## src/rtl/mw_skid_pipe_pkg.sv

```systemverilog
// Shared types and defaults for the memory-writeback skid pipe.
//   mw_bundle_t : payload at the default widths (regw, regmem, index, ALU result, read data)
//   mw_state_t  : occupancy of the two-slot pipe
//   bundle_width: bit width of a payload for given datapath/index widths
package mw_pkg;

  localparam int unsigned DefN  = 32;
  localparam int unsigned DefM  = 4;
  localparam int unsigned DefCw = 16;

  typedef struct packed {
    logic              regw;
    logic              regmem;
    logic [DefM-1:0]   reg_scr;
    logic [DefN-1:0]   alu_rslt;
    logic [DefN-1:0]   read_data;
  } mw_bundle_t;

  typedef enum logic [1:0] {
    StEmpty,
    StOne,
    StFull
  } mw_state_t;

  function automatic int unsigned bundle_width(int unsigned n, int unsigned m);
    return 2 + m + 2 * n;
  endfunction

endpackage

```

## src/rtl/mw_skid_pipe_if.sv

```systemverilog
// Handshake + payload bundle between MEM stage, the skid pipe and the writeback stage.
//   *_M fields, in_valid, in_ready : MEM-side channel
//   *_W fields, out_valid, out_ready: writeback-side channel
// Modports: master = surrounding pipeline (drives MEM side, consumes WB side),
//           slave  = the skid pipe itself.
interface mw_skid_pipe_if #(
  parameter int unsigned N = mw_pkg::DefN,
  parameter int unsigned M = mw_pkg::DefM
);

  logic         in_valid;
  logic         in_ready;
  logic         regw_M;
  logic         regmem_M;
  logic [M-1:0] regScr_M;
  logic [N-1:0] ALUrslt_M;
  logic [N-1:0] readdata_M;

  logic         out_valid;
  logic         out_ready;
  logic         regw_W;
  logic         regmem_W;
  logic [M-1:0] regScr_W;
  logic [N-1:0] ALUrslt_W;
  logic [N-1:0] readdata_W;

  modport master (
    output in_valid, regw_M, regmem_M, regScr_M, ALUrslt_M, readdata_M, out_ready,
    input  in_ready, out_valid, regw_W, regmem_W, regScr_W, ALUrslt_W, readdata_W
  );

  modport slave (
    input  in_valid, regw_M, regmem_M, regScr_M, ALUrslt_M, readdata_M, out_ready,
    output in_ready, out_valid, regw_W, regmem_W, regScr_W, ALUrslt_W, readdata_W
  );

endinterface

```

## src/rtl/mw_skid_pipe_reg.sv

```systemverilog
// Generic write-enabled register with synchronous active-high reset to zero.
//   clk, rst : clock, synchronous reset
//   wen_i    : load d_i on the next edge
//   d_i, q_o : data in / registered data out
module mw_skid_pipe_reg #(
  parameter int unsigned Width = 1
) (
  input  logic             clk,
  input  logic             rst,
  input  logic             wen_i,
  input  logic [Width-1:0] d_i,
  output logic [Width-1:0] q_o
);

  logic [Width-1:0] q_d, q_q;

  always_comb begin
    q_d = q_q;
    if (wen_i) q_d = d_i;
  end

  always_ff @(posedge clk) begin
    if (rst) q_q <= '0;
    else     q_q <= q_d;
  end

  assign q_o = q_q;

endmodule

```

## src/rtl/mw_skid_pipe.sv

```systemverilog
// Memory-writeback pipeline register with valid/ready handshake and a 2-entry skid buffer.
//   clk, rst  : clock, synchronous active-high reset
//   flush     : squash all held entries (valid bits only; payload stays stale)
//   bus       : MEM-side input channel and WB-side output channel (slave modport)
//   stall_cnt : saturating count of cycles with out_valid=1 and out_ready=0
// in_ready is a flop, so out_ready never reaches in_ready combinationally.
module mw_skid_pipe
  import mw_pkg::*;
#(
  parameter int unsigned N  = DefN,
  parameter int unsigned M  = DefM,
  parameter int unsigned CW = DefCw
) (
  input  logic          clk,
  input  logic          rst,
  input  logic          flush,
  mw_skid_pipe_if.slave bus,
  output logic [CW-1:0] stall_cnt
);

  typedef struct packed {
    logic         regw;
    logic         regmem;
    logic [M-1:0] reg_scr;
    logic [N-1:0] alu_rslt;
    logic [N-1:0] read_data;
  } bundle_t;

  typedef struct packed {
    logic    valid;
    bundle_t data;
  } slot_t;

  localparam int unsigned SlotW = bundle_width(N, M) + 1;

  mw_state_t     state_d, state_q;
  logic          in_ready_d, in_ready_q;
  logic [CW-1:0] stall_cnt_d, stall_cnt_q;

  slot_t   main_d, main_q, skid_d, skid_q;
  logic    main_wen, skid_wen;
  bundle_t in_bundle;
  logic    accept, consume;

  assign in_bundle = '{regw:      bus.regw_M,
                       regmem:    bus.regmem_M,
                       reg_scr:   bus.regScr_M,
                       alu_rslt:  bus.ALUrslt_M,
                       read_data: bus.readdata_M};

  assign accept  = bus.in_valid & in_ready_q;
  assign consume = main_q.valid & bus.out_ready;

  mw_skid_pipe_reg #(
    .Width (SlotW)
  ) u_main_slot (
    .clk   (clk),
    .rst   (rst),
    .wen_i (main_wen),
    .d_i   (main_d),
    .q_o   (main_q)
  );

  mw_skid_pipe_reg #(
    .Width (SlotW)
  ) u_skid_slot (
    .clk   (clk),
    .rst   (rst),
    .wen_i (skid_wen),
    .d_i   (skid_d),
    .q_o   (skid_q)
  );

  always_comb begin
    state_d  = state_q;
    main_d   = main_q;
    skid_d   = skid_q;
    main_wen = 1'b0;
    skid_wen = 1'b0;

    unique case (state_q)
      StEmpty: begin
        if (accept) begin
          main_d   = '{valid: 1'b1, data: in_bundle};
          main_wen = 1'b1;
          state_d  = StOne;
        end
      end
      StOne: begin
        if (accept && consume) begin
          main_d   = '{valid: 1'b1, data: in_bundle};
          main_wen = 1'b1;
        end else if (accept) begin
          skid_d   = '{valid: 1'b1, data: in_bundle};
          skid_wen = 1'b1;
          state_d  = StFull;
        end else if (consume) begin
          main_d.valid = 1'b0;
          main_wen     = 1'b1;
          state_d      = StEmpty;
        end
      end
      StFull: begin
        // in_ready is low here, so only the skid->main move can happen.
        if (consume) begin
          main_d       = skid_q;
          main_wen     = 1'b1;
          skid_d.valid = 1'b0;
          skid_wen     = 1'b1;
          state_d      = StOne;
        end
      end
      default: state_d = StEmpty;
    endcase

    // Squash overrides any handshake; payload bits are rewritten with their own value.
    if (flush) begin
      main_d       = main_q;
      main_d.valid = 1'b0;
      skid_d       = skid_q;
      skid_d.valid = 1'b0;
      main_wen     = 1'b1;
      skid_wen     = 1'b1;
      state_d      = StEmpty;
    end
  end

  assign in_ready_d = (state_d != StFull);

  always_comb begin
    stall_cnt_d = stall_cnt_q;
    if (main_q.valid && !bus.out_ready && (stall_cnt_q != {CW{1'b1}})) begin
      stall_cnt_d = stall_cnt_q + CW'(1);
    end
  end

  always_ff @(posedge clk) begin
    if (rst) begin
      state_q     <= StEmpty;
      in_ready_q  <= 1'b1;
      stall_cnt_q <= '0;
    end else begin
      state_q     <= state_d;
      in_ready_q  <= in_ready_d;
      stall_cnt_q <= stall_cnt_d;
    end
  end

  assign bus.in_ready   = in_ready_q;
  assign bus.out_valid  = main_q.valid;
  assign bus.regw_W     = main_q.data.regw;
  assign bus.regmem_W   = main_q.data.regmem;
  assign bus.regScr_W   = main_q.data.reg_scr;
  assign bus.ALUrslt_W  = main_q.data.alu_rslt;
  assign bus.readdata_W = main_q.data.read_data;
  assign stall_cnt      = stall_cnt_q;

endmodule
```

## src/flat_wrapper.sv

```systemverilog
// flat-port wrapper written by rule: the top's interface ports become plain ports
module mw_skid_pipe_flat import mw_pkg::*;
#(
  parameter int unsigned N  = DefN,
  parameter int unsigned M  = DefM,
  parameter int unsigned CW = DefCw
)
  (clk, rst, flush, stall_cnt, bus_in_valid, bus_regw_M, bus_regmem_M, bus_regScr_M, bus_ALUrslt_M, bus_readdata_M, bus_out_ready, bus_in_ready, bus_out_valid, bus_regw_W, bus_regmem_W, bus_regScr_W, bus_ALUrslt_W, bus_readdata_W);
  mw_skid_pipe_if #(.N(N), .M(M)) bus_i ();
  input  logic clk;
  input  logic rst;
  input  logic flush;
  output logic [CW-1:0] stall_cnt;
  input wire logic [$bits(bus_i.in_valid)-1:0] bus_in_valid;
  input wire logic [$bits(bus_i.regw_M)-1:0] bus_regw_M;
  input wire logic [$bits(bus_i.regmem_M)-1:0] bus_regmem_M;
  input wire logic [$bits(bus_i.regScr_M)-1:0] bus_regScr_M;
  input wire logic [$bits(bus_i.ALUrslt_M)-1:0] bus_ALUrslt_M;
  input wire logic [$bits(bus_i.readdata_M)-1:0] bus_readdata_M;
  input wire logic [$bits(bus_i.out_ready)-1:0] bus_out_ready;
  output wire logic [$bits(bus_i.in_ready)-1:0] bus_in_ready;
  output wire logic [$bits(bus_i.out_valid)-1:0] bus_out_valid;
  output wire logic [$bits(bus_i.regw_W)-1:0] bus_regw_W;
  output wire logic [$bits(bus_i.regmem_W)-1:0] bus_regmem_W;
  output wire logic [$bits(bus_i.regScr_W)-1:0] bus_regScr_W;
  output wire logic [$bits(bus_i.ALUrslt_W)-1:0] bus_ALUrslt_W;
  output wire logic [$bits(bus_i.readdata_W)-1:0] bus_readdata_W;
  assign bus_i.in_valid = bus_in_valid;
  assign bus_i.regw_M = bus_regw_M;
  assign bus_i.regmem_M = bus_regmem_M;
  assign bus_i.regScr_M = bus_regScr_M;
  assign bus_i.ALUrslt_M = bus_ALUrslt_M;
  assign bus_i.readdata_M = bus_readdata_M;
  assign bus_i.out_ready = bus_out_ready;
  assign bus_in_ready = bus_i.in_ready;
  assign bus_out_valid = bus_i.out_valid;
  assign bus_regw_W = bus_i.regw_W;
  assign bus_regmem_W = bus_i.regmem_W;
  assign bus_regScr_W = bus_i.regScr_W;
  assign bus_ALUrslt_W = bus_i.ALUrslt_W;
  assign bus_readdata_W = bus_i.readdata_W;
  mw_skid_pipe #(.N(N), .M(M), .CW(CW)) u_core (.clk(clk), .rst(rst), .flush(flush), .bus(bus_i), .stall_cnt(stall_cnt));
endmodule
```

## config.mk

```make
export PLATFORM = sky130hd
export DESIGN_NAME = mw_skid_pipe_flat
export DESIGN_NICKNAME = d
export VERILOG_FILES = /design/src/rtl/mw_skid_pipe_pkg.sv /design/src/rtl/mw_skid_pipe_if.sv /design/src/rtl/mw_skid_pipe_reg.sv /design/src/rtl/mw_skid_pipe.sv /design/src/flat_wrapper.sv
export SDC_FILE = /design/constraint.sdc
export NUM_CORES = 1
export LEC_CHECK = 0
export ABC_AREA = 1
export CAP_MARGIN = 20
export CORE_MARGIN = 2
export CORE_UTILIZATION = 51
export CTS_BUF_LIST = sky130_fd_sc_hd__clkbuf_4 sky130_fd_sc_hd__clkbuf_8 sky130_fd_sc_hd__clkbuf_16
export CTS_CLUSTER_SIZE = 8
export DETAILED_ROUTE_END_ITERATION = 10
export PLACE_DENSITY = 0.77
export SLEW_MARGIN = 30
export SYNTH_ARGS = -nofsm -noshare
export SYNTH_HDL_FRONTEND = slang
export SYNTH_SLANG_ARGS = --single-unit
```

## constraint.sdc

```tcl
create_clock -name clk -period 2.9 [get_ports clk]
set_clock_uncertainty 0.2 [all_clocks]
set_input_delay 0.58 -clock clk [delete_from_list [all_inputs] [get_ports clk]]
set_output_delay 0.58 -clock clk [all_outputs]
set_load 0.02 [all_outputs]
```

# Word-level counts from Yosys, hierarchy flattened
# Index checks and enable logic that the tools add are counted.
# totals
reg_bits	161
input_bits	75
out_inout_bits	88
elab_cells	66
# classes
add_sub_neg	1
eq_ne	13
muxes	29
n_bitwise	4
n_reduce_logical	12
# op_table
cell	count
$mux 71	6
$pmux 71 s3	1
$mux 70	2
$add 16x1->16 const B	1
$ne 16x16->1 const B	1
$mux 2	6
$reduce_and 6->1	2
$mux 1	10
$reduce_and 5->1	2
$ne 3x2->1 const B	3
$ne 2x1->1 const B	3
$pmux 2 s3	1
$reduce_bool 3->1	2
$ne 4x2->1 const B	1
$ne 4x4->1 const B	1
$pmux 1 s2	2
$reduce_bool 4->1	1
$logic_and 1x1->1	3
$ne 3x3->1 const B	1
$pmux 1 s3	1
$and 1x1->1	2
$eq 2x1->1 const B	1
$eq 2x2->1 const B	1
$logic_not 2->1	1
other kinds (3)	4

# Depth between registers and ports, before layout
# logic_depth
ltp_word	7
mapped_depth	12
depth_no_buf	9

# Hierarchy
# From an unflattened synthesis, not the netlist that was laid out.
# hier_totals
hier_cells	1719
hier_area_um2	9736.8
# modules_own_cells
module	instances	cells_per_inst	area_per_inst_um2	seq_area_each_um2
mw_skid_pipe_reg	2	450	2924.1	1421.4
mw_skid_pipe	1	819	3888.7	380.4

# Least setup slack after synthesis
# No wires, ideal clock.
# synth_path
path_kind	reg-to-reg
start	reg u_core.state_q[0]
end	reg u_core.u_main_slot.q_q[29], in the netlist u_core.u_main_slot.q_o[29]
setup_ps	112
arrival_time_ps	1742
required_time_ps	2588
setup_slack_ps	846
stages_incl_launch_ff	10
n_path_buf	2
period_less_slack_ps	2054
cell_sequence	dfxtp_1 > inv_1 > ha_1 > nand2_1 > clkbuf_1 > clkbuf_1 > o21ai_1 > nand3b_1 > nand2_1 > nor2_1
# synth_via
elab_chain_len	4
word_cells_on_any_way	11
classes_between	eq/ne: 5; mux: 3; reduce/logical: 3
# synth_rtl
element	line	source
from (decl)	mw_skid_pipe.sv:36	mw_state_t state_d, state_q;
from (signal assigned)	mw_skid_pipe.sv:139	state_q <= StEmpty;
from (signal assigned)	mw_skid_pipe.sv:143	state_q <= state_d;
$eq 2x2->1, or another cell as far along	mw_skid_pipe.sv:81	unique case (state_q)
$pmux 1 s3	mw_skid_pipe.sv:81	
$mux 1	mw_skid_pipe.sv:117	if (flush) begin
$reduce_and 6->1 (no source line)	--	
to (signal assigned)	mw_skid_pipe_reg.sv:24	else q_q <= q_d;
to (decl)	mw_skid_pipe_reg.sv:15	logic [Width-1:0] q_d, q_q;
# Parallel ways exist; a longest one is shown, timed or not.
# A chain may end at the register's enable or synchronous reset.

# Final worst setup path
# layout_path
start	reg u_core.state_q[0]
end	reg u_core.u_main_slot.q_q[24], in the netlist u_core.u_main_slot.q_o[24]
# Same word-level chain as after synthesis.

==> impl_metrics.json <==
{
  "synth_fa_ha_area_share_pct": 0.8372,
  "routedWlPerCell_um": 13.97,
  "rows": 44,
  "io_buffers": 162,
  "synth.area.mux_share_pct": 0,
  "synthXorXnorAreaFrac_pct": 0.8205,
  "critPathLaunchType": "register",
  "setup_viol": 0,
  "dp_hpwl_mm": 11.92,
  "seq_area_frac_synth_pct": 43.13,
  "p_leak_nw": 3.636,
  "fin_tns_setup_ps": 0,
  "nets": 1270,
  "timing.fmax_ghz": 0.3916,
  "core_area_sq_um": 14420,
  "routabilityCongestion": 0.8851,
  "syn2layout_area_growth_pct": 32.05,
  "critPathKind": "register to register",
  "placed_area_sq_um": 9226,
  "maxSlewViolCount": 0,
  "clk_latency_ps": 420,
  "drive_gt1_share_pct": 5.075,
  "timing.critical_path.to_type": "register",
  "vias_per_cell": 5.330,
  "cap_violations": 0,
  "dieArea_sq_um": 15640,
  "grt_max_degree": 117,
  "cts_tree": "yes",
  "yosysTopAreaCellShare_pct": 43.13,
  "stdcell_area_sq_um": 9867,
  "grt_antenna_before_repair": 0,
  "finalHoldViolCount": 0,
  "synth_top_family_by_area": "simple AND/OR/NAND/NOR gates",
  "min_to": "u_core.u_skid_slot.q_o[5]$_SDFFE_PP0P_",
  "synth_compound_area_share_pct": 20.61,
  "worst_slew_pin_slew_ps": 667.8,
  "cp_max_fo": 40,
  "synth_flop_cell": "dfxtp_1",
  "final_cell_mix": "o21ai_0 (186), nor2_1 (178), clkdlybuf4s50_1 (162), dfxtp_1 (161), nand2_1 (146)",
  "p_per_area_nw_per_um2": 575.6,
  "timing.final.crit_period_ps": 2554,
  "cts_root_buffer": "clkbuf_16",
  "clk_pin_slew_ps": 60,
  "htreeDepth": 4,
  "ctsHoldBuffers": 0,
  "cp.arrival_ps": 2720,
  "r2r_slack_ps": 350,
  "cts_buffer_depth": 2,
  "synth-edff-count": 0,
  "required_ps": 3060,
  "gr-total-overflow": 0,
  "grt.total_usage_pct": 24.98,
  "yosysTopAreaCell": "dfxtp_1",
  "route.detailed.drc": 0,
  "pin_count": 163,
  "yosys_warnings": 0,
  "cts-buffers-inserted": 17,
  "synth_area_sq_um": 7472,
  "hold_depth": 2,
  "vdd_drop_max_uv": 371.6,
  "max_slew_margin_pct": 55.42,
  "first_pass_iters": 5,
  "syn_inst": 1069,
  "min-delay-start": "u_core.u_skid_slot.q_o[5]$_SDFFE_PP0P_",
  "grt_pass1_vias": 6844,
  "synthesis.nets": 1149,
  "final_common_cell": "o21ai_0",
  "cts_resized": 0,
  "postCtsSetupBuffers": 0,
  "chipHeight_um": 125.0,
  "outcome": "finished clean",
  "reg2regPathDepth": 9,
  "clkSinkCount": 161,
  "drt_iter0_drc": 709,
  "r2r-start": "u_core.state_q[0]$_SDFF_PP0_",
  "ys_ff_latch": 161,
  "initial_core_util_pct": 51.80,
  "antenna_left": 0,
  "synth_cell_type_count": 26,
  "vias": 7387,
  "wl_mm": 19.37,
  "yosys.area_share.simple_pct": 25.13,
  "grt_pass1_wl_mm": 32.69,
  "fin_crit_sh_pct": 88.06,
  "synth_area_leaders": "dfxtp_1 (43%), o21ai_0 (12%), nor2_1 (8.9%), nand2_1 (7.4%), nand3b_1 (7.0%)",
  "die_w_um": 125.0,
  "diodes": 0,
  "holdCritPathClass": "register to register",
  "syn_area_per_cell_sq_um": 6.990,
  "rsz0062_at_grt": "false",
  "r2r_end": "u_core.u_main_slot.q_o[24]$_SDFFE_PP0P_",
  "async_reset_ff_share_pct": 0
}
==> final cells by class <==
cell class | count | area (sq um)
Fill cell | 1246 | 4557
Multi-Input combinational cell | 737 | 3565
Clock buffer | 22 | 481.7
Clock inverter | 9 | 155.1
Sequential cell | 161 | 3223
Inverter | 92 | 347.8
Timing Repair Buffer | 181 | 1864
Tap cell | 184 | 230.2
==> cell usage after synthesis, types with 2 or more instances <==
library cell and instances:
a21oi_1 85, buf_1 6, buf_2 4, buf_4 2
buf_6 7, clkbuf_1 60, dfxtp_1 161, ha_1 5
inv_1 89, inv_2 3, nand2_1 147, nand3_1 13
nand3b_1 70, nand4_1 6, nor2_1 178, nor3_1 2
o21ai_0 186, o21ai_1 32, xnor2_1 5, xor2_1 2
==> where the power goes <==
group	internal (W)	switching (W)
sequential	0.00231	0.0000528
clock	0.00152	0.000882
combinational	0.000418	0.000494
total	0.00425	0.00143
==> kinds of logic (layout without fill, tap and decap cells) <==
group / after synthesis / in the layout
buf+inv: 171 / 304
simple gates: 419 / 419
xor+xnor: 7 / 7
flops: 161 / 161
compound gates: 306 / 306
fa+ha+maj: 5 / 5
==> critical path, stage by stage, from the launching register on <==
cell	delay [ps]
dfxtp_1	380
inv_1	90
ha_1	430
inv_2	550
buf_4	340
o21ai_0	100
o21ai_0	90
nand3b_1	120
nand2_1	60
nor2_1	110
==> how the worst max path moves through the flow <==
stage                                                          to                         start  depth (start not counted)
after global routing      u_core.u_main_slot.q_o[30]$_SDFFE_PP0P_  u_core.state_q[0]$_SDFF_PP0_                          9
after global placement          u_core.stall_cnt[15]$_SDFFE_PP0P_                 bus_out_ready                          6
after floorplan           u_core.u_main_slot.q_o[29]$_SDFFE_PP0P_  u_core.state_q[0]$_SDFF_PP0_                          9
after detailed placement         u_core.stall_cnt[5]$_SDFFE_PP0P_                 bus_out_ready                          6
after CTS                 u_core.u_main_slot.q_o[24]$_SDFFE_PP0P_  u_core.state_q[0]$_SDFF_PP0_                          9
final                     u_core.u_main_slot.q_o[24]$_SDFFE_PP0P_  u_core.state_q[0]$_SDFF_PP0_                          9
==> routing by layer <==
layer / routed length [um] / GRT usage [%] / up-vias
met4: 312 / 9.346 / 0
li1: - / - / 3719
met1: 8846 / 33.35 / 3378
met3: 1316 / 5.392 / 23
met2: 8889 / 39.90 / 267
met5: 0 / 0 / -
==> registers in the layout, indices dropped and copies added, names as in the netlist <==
| name | flops |
|---|---|
| u_core.u_main_slot.q_o | 71 |
| u_core.u_skid_slot.q_o | 71 |
| u_core.stall_cnt | 16 |
| u_core.state_q | 2 |
| u_core.bus.in_ready | 1 |
==> through the flow <==
step                cells  setup WS (ps)  total power [W]  hold slack [ps]  util (%)
floorplan            1069          846.3         0.002913            224.5         -
global placement     1355          237.7         0.003309            232.1     63.97
detailed placement   1355          166.2         0.003316            238.5     63.97
CTS                  1386          354.0         0.005726            247.7     68.38
global route         1386          130.6         0.005928            263.8     68.41
finish               1386          346.2         0.005680            244.3     68.41
Power figures use the tool's default switching activity.
==> RTL edit (same settings) <==
Change the package constant `DefN` from 32 to 16.
--- a/src/rtl/mw_skid_pipe_pkg.sv
+++ b/src/rtl/mw_skid_pipe_pkg.sv
@@ -6,3 +6,3 @@
 
-  localparam int unsigned DefN  = 32;
+  localparam int unsigned DefN  = 16;
   localparam int unsigned DefM  = 4;
Ports: changed (resized bus_ALUrslt_M, bus_ALUrslt_W, bus_readdata_M and bus_readdata_W); port bits go from 163 to 99. No check against the original RTL was run, so the function may have changed too.
==> RTL edit against the unedited design <==
- clock power down 64%
- power down 51%
- sequential cell count down 64
- global-route usage down 1.8 points
- wire length down 40%
- hold slack better by 9.6 ps
- count of clock-buffer cells in the layout down 12
- cell area down 40%
- sequential power down 40%
- first-iteration DRC count down 53%
- critical path type unchanged
- highest routed layer unchanged
- largest cell class unchanged
- critical endpoint is now u_core.u_skid_slot.q_o[31]
- area after synthesis down 36%
- worst setup slack better by 250 ps
==> RTL edit: results (changes against the unedited design) <==
* Outcome: completed
* Reg2reg start: u_core.state_q[1]
* Clock Path Buffers at 2 (unchanged)
* Worst-margin pin slew at 630 ps (-37.5 ps)
* Post_cts resized at 0 (unchanged)
* Dpl cell area at 5760 um^2 (-38%)
* Reg2Reg Depth at 7 (-2)
* Hold Startpoint: u_core.u_skid_slot.q_o[19]
* Count of cell types in the netlist at 26 (unchanged)
* Number of global-route vias before repair at 4375 (-36%)
* Iteration-0 DRC Markers at 334 (-53%)
* Worst R2R End: u_core.u_skid_slot.q_o[31]
* First-pass GRT wire length at 19500 um (-40%)
* Detail Route Antenna Nets at 0 (unchanged)
* Syn_nets at 731 (-36%)
* PortBufs at 98 (-40%)
* Async SR Flop Fraction at 0 (unchanged)
* Num CTS Buffers at 9 (-8)
* CP Max Fanout at 76 (+90%)
* CP arrival at 2400 ps (-320 ps)
* Layout cells sized above 1 at 0.0744 (+0.0237)
* Critical path's slowest cell: buf_4
* VDD IR max at 244 uV (-34%)
* Post-DP HPWL at 7730 um (-35%)
* Hold Path Stages at 2 (unchanged)
* Leakage at 2.17 nW (-40%)
* Post-synth top cells: nand2_1 (114), o21ai_0 (112), dfxtp_1 (97)
* Via count at 4663 (-37%)
* Routed wire length at 11700 um (-40%)
* Top FF cell, synth: dfxtp_1
* Detailed Routing Iterations Pass 1 at 5 (unchanged)
* Yosys warning count at 0 (unchanged)
* Seq/Total Area, Yosys at 0.407 (-0.0240)
* All-Layer GR Usage at 0.232 (-0.0175)
* Post-CTS Setup Inserts at 0 (unchanged)
* # diodes at 0 (unchanged)
* Gr ovfl total at 0 (unchanged)
* Largest net degree at the start of global routing at 77 (-34%)
* Reg2Reg Setup Slack at 590 ps (+250 ps)
* Core area at 9150 um^2 (-37%)
* CP peak stage delay at 520 ps (-30 ps)
* H-tree depth at 3 (-1)
* Clock root cell: clkbuf_8
* GP Congestion at 1.01 (+14%)
* Clock transition at the registers of the reported paths at 100 ps (+40 ps)
* Post-place setup slack at 346 ps (+180 ps)
* Nets@finish at 809 (-36%)
* Hold Crit Class: register to register
* Area contributors post-synth: dfxtp_1 (41%), o21ai_0 (12%), nand2_1 (9.0%)
* Antenna violations before repair at 0 (unchanged)
* Endpoint, Worst Hold: u_core.u_skid_slot.q_o[19]
* Worst skew pair latency at 350 ps (-70 ps)
## RTL edit: cell types whose count changed after synthesis, moves of 2 or more
cell	unedited run	this run
inv_1	89	61
a21oi_1	85	60
nor3_1	2	0
nand2_1	147	114
dfxtp_1	161	97
buf_4	2	7
clkbuf_1	60	20
nand3b_1	70	38
o21ai_0	186	112
nand3_1	13	8
nor2_2	1	20
nor2_1	178	91
o21ai_1	32	12
## RTL edit: area by class of cell
cell class	count	area, um^2
clock buffer	10	138
clock inverter	6	55.1
fill	814	3200
inverter	65	244
multi-input combinational	477	2350
sequential	97	1940
tap	111	139
timing repair buffer	111	1090
## RTL edit: worst max-delay path, delay by kind of cell, from the launching register on
kind                     cells  cell delay [ps]
buffers and inverters        3              880
AND/OR/NAND/NOR              1              130
AO/OA/AOI/OAI                2              340
flip-flops                   1              410
adder cells (fa/ha/maj)      1              270
## RTL edit: how the worst max path moves through the flow
stage               cells past startpoint                    endpoint  slack, ps         startpoint
CTS                                     7  u_core.u_skid_slot.q_o[31]        610  u_core.state_q[1]
finish                                  7  u_core.u_skid_slot.q_o[31]        590  u_core.state_q[1]
global placement                        8   u_core.u_skid_slot.q_o[4]        410      bus_out_ready
floorplan                               9  u_core.u_main_slot.q_o[10]       1030  u_core.state_q[0]
detailed placement                      8   u_core.u_skid_slot.q_o[2]        350      bus_out_ready
global route                            7  u_core.u_skid_slot.q_o[16]        370  u_core.state_q[1]
## RTL edit: kinds of logic (layout without fill, tap and decap cells)
logic type / Yosys count / in the layout / synth area share
xor gates and xnor gates: 6 / 6 / 0.0110
DFF: 97 / 97 / 0.407
AOI/OAI and AO/OA: 187 / 187 / 0.198
and+or+nand+nor: 279 / 279 / 0.266
adders and majority gates: 5 / 5 / 0.0131
buffers and inverters: 109 / 192 / 0.104
## RTL edit: per-stage QoR
step,hold slack [ps],std cells
floorplan,224,683
global placement,233,861
detailed placement,242,861
CTS,257,877
global route,275,877
finish,254,877
## RTL edit: metal layers
| metal | GRT usage | share of wire |
|---|---|---|
| met1 | 0.302 | 0.45 |
| met2 | 0.390 | 0.48 |
| met3 | 0.0347 | 0.054 |
| met4 | 0.0864 | 0.016 |
| met5 | 0 | 0 |
## RTL edit: power by group
group / total [mW] / switching (mW) / internal, mW
sequential: 1.41 / 0.0300 / 1.38
combinational: 0.530 / 0.293 / 0.237
clock: 0.862 / 0.508 / 0.355
total: 2.81 / 0.831 / 1.98
